## src/rtl/count_seq_pkg.sv

```systemverilog
// Shared types and successor helpers for the 5-bit up/down wrap counter stream.
package count_seq_pkg;

    localparam int unsigned DEF_WIDTH   = 5;
    localparam int unsigned DEF_MAX_VAL = 30;

    typedef enum logic [1:0] {IDLE, ACQUIRE, LOCKED} state_t;

    function automatic int unsigned up_succ(input int unsigned v, input int unsigned max_val);
        return (v == max_val) ? 32'd0 : v + 32'd1;
    endfunction

    function automatic int unsigned dn_succ(input int unsigned v, input int unsigned max_val);
        return (v == 32'd0) ? max_val : v - 32'd1;
    endfunction

endpackage

```

## src/rtl/count_step_calc.sv

```systemverilog
// Classifies a sample against the previous one: up step, down step, and range legality.
module count_step_calc
    import count_seq_pkg::*;
#(
    parameter int unsigned WIDTH   = DEF_WIDTH,
    parameter int unsigned MAX_VAL = DEF_MAX_VAL
) (
    input  logic [WIDTH-1:0] prev,
    input  logic [WIDTH-1:0] sample,
    output logic             is_up,
    output logic             is_dn,
    output logic             in_range
);

    always_comb begin
        is_up    = (32'(sample) == up_succ(32'(prev), MAX_VAL));
        is_dn    = (32'(sample) == dn_succ(32'(prev), MAX_VAL));
        in_range = (32'(sample) <= MAX_VAL);
    end

endmodule

```

## config.mk

```make
export PLATFORM = sky130hd
export DESIGN_NAME = count_step_calc
export DESIGN_NICKNAME = d
export VERILOG_FILES = /design/src/rtl/count_seq_pkg.sv /design/src/rtl/count_step_calc.sv
export SDC_FILE = /design/constraint.sdc
export NUM_CORES = 1
export LEC_CHECK = 0
export CAP_MARGIN = 30
export CORE_AREA = 4 4 41 43
export DETAILED_ROUTE_END_ITERATION = 6
export DIE_AREA = 0 0 45 47
export PLACE_DENSITY = 0.57
export SYNTH_ARGS = -nofsm -noshare
export SYNTH_HDL_FRONTEND = slang
export SYNTH_SLANG_ARGS = --single-unit
```

## constraint.sdc

```tcl
create_clock -name vclk -period 4.5
set_clock_uncertainty 0.2 [all_clocks]
set_input_delay 0.9 -clock vclk [all_inputs]
set_output_delay 0.9 -clock vclk [all_outputs]
set_load 0.05 [all_outputs]
```

==> out/metrics.cfg <==
[sta]
setup_slack_ns = 0.438
hold_viol = 0
max-slew-margin-rel = 0.650
maxSlewViolCount = 0
layout_min_cycle_time_ns = 4.06
fin_crit_sh = 0.903
rsz0062_at_grt = no
tightest_slew_ns = 0.523
setup-violations-final = 0
fin_setup_tns_ns = 0
fmax_mhz = 246

[final_layout]
final_net_count = 79
instances_no_fill = 79
area_delta_synth_final_pct = 29.6
fillCellCount = 141
most-common-layout-cells = 11 x xnor2_1, 11 x clkdlybuf4s50_1, 4 x nor2_1, 4 x a21oi_1
register_area_um2 = 0
numSequentialCells = 0
design_area_um2 = 569
clock_buffers = 0
antenna-diode-count = 0
utilization = 0.438
drive_gt1_frac = 0.125
multi_input_area_um2 = 393

[power_and_ir_drop]
leakage_nw = 0.201
seqPwrFrac = 0
power.switching_mw = 0.0282
internal-power_mw = 0.0282
cellPowerDensity_nw_per_um2 = 99.1
power_frac_comb = 1.000
swShare = 0.501
p_clk_frac = 0
vdd_ir_drop_max_v = 0.0000413

[logic_synthesis]
synth_nets = 68
ys_types = 28
synth_cells = 55
syn_area_um2 = 439
synth_area_per_cell_um2 = 7.98
ys_seq_area_frac = 0
ys_warn_count = 0

[global_routing]
first_global_vias = 353
overflow = 0
antenna_found_initial = 0
use_met1 = 0.138
track_usage = 0.0930
met3_usage = 0
grt.busiest_layer = met2
grt_max_degree = 14
grt_use_met2 = 0.161
grt_first_pass_wirelength_mm = 1.56

[worst_hold_path]
holdCritPathClass = primary input to output pin
min_from = sample[4]

[critical_path]
start_kind = primary input
required_ns = 3.40
end_kind = output pin
cp_data_arrival_time_ns = 2.96
crit_type = primary input to output pin
cp_max_fo = 9
cp-startpoint = prev[0]

[placed_design]
pre_cts_ws_ns = 0.444
place_congestion = 0.749
dp_hpwl_um = 760
dp.cells = 79
io_buffers = 13
dpl-instance-area_um2 = 569

[clock_network]
cts_setup_buffers = 0
cts-resized-gates = 0
hold_buffers = 0

[floorplanning]
fp.dieW_um = 45
rows = 13
io_pins = 13
die_h_um = 47
dieArea_um2 = 2120
coreArea_um2 = 1300
floorplan.initialDensity = 0.337

[drt]
wl_per_cell_um = 12.3
drc = 0
drtPass1Iterations = 4
avgViaCountPerCell = 5.34
drtAntennaViolNets = 0
dr.first_iter.drc_count = 3
vias = 422
drt-total-wl_um = 972

[status]
status = finished clean

[flow_run]
cap_violations = 0

worst max-delay path: stages:
cell	delay [ns]
clkdlybuf4s50_1	0.65
inv_1	0.13
ha_1	0.31
nand4_2	0.14
and3_2	0.19
o32ai_1	0.09
nor4_2	0.36
buf_12	0.18
per-stage QoR:
stage                     hold slack (ns)  power (mW)
after floorplan                      1.83      0.0388
after detailed placement             2.50      0.0564
after global placement               2.49      0.0566
after global routing                 2.56      0.0615
final                                2.49      0.0564
after CTS                            2.51      0.0567
final cells by class:
class,instances,area share
inverter,2,0.0132
multi-input combinational,49,0.690
tap,15,0.0330
timing repair buffer,13,0.264
power groups by stage:
stage | combinational [mW] | clock [mW] | sequential [mW]
final | 0.0564 | 0 | 0
after global routing | 0.0615 | 0 | 0
after CTS | 0.0567 | 0 | 0
after detailed placement | 0.0564 | 0 | 0
after global placement | 0.0566 | 0 | 0
after floorplan | 0.0388 | 0 | 0
worst paths after layout:
check	endpoint	slack, ns	depth (start not counted)
worst min-delay path	is_up	2.49	4
worst max-delay path	is_up	0.44	8
cell usage after synthesis (all sizes together):
library cell | instances | area [um^2]
xnor2 | 11 | 96.3
a31oi | 1 | 6.26
nor2 | 4 | 15.0
nor3 | 1 | 5.00
and4b | 2 | 20.0
nor2b | 3 | 18.8
nor4b | 2 | 23.8
nand3 | 2 | 10.0
a211oi | 2 | 15.0
and3 | 2 | 13.8
nor4 | 2 | 18.8
o211ai | 1 | 21.3
a22oi | 1 | 7.51
o32ai | 1 | 8.76
buf | 4 | 38.8
nand2 | 1 | 3.75
nand4 | 1 | 12.5
o311a | 1 | 10.0
ha | 3 | 37.5
nor3b | 1 | 7.51
inv | 2 | 7.51
a21oi | 5 | 28.8
nand2b | 2 | 12.5
cell families (layout without fill, tap and decap cells):
kind of cell             Yosys count  in the layout  share of synthesized area
AND/OR/NAND/NOR                   23             23                      0.368
AO/OA/AOI/OAI                     12             12                      0.222
XOR/XNOR                          11             11                      0.219
buffers and inverters              6             15                      0.105
adder cells (fa/ha/maj)            3              3                     0.0855
metal layers:
layer  vias up  routed length [um]
li1        221                   -
met1       190                 464
met2        11                 457
met3         0                  50
met4         0                   0
met5         -                   0
No activity file was read; power rests on OpenSTA's default activity.
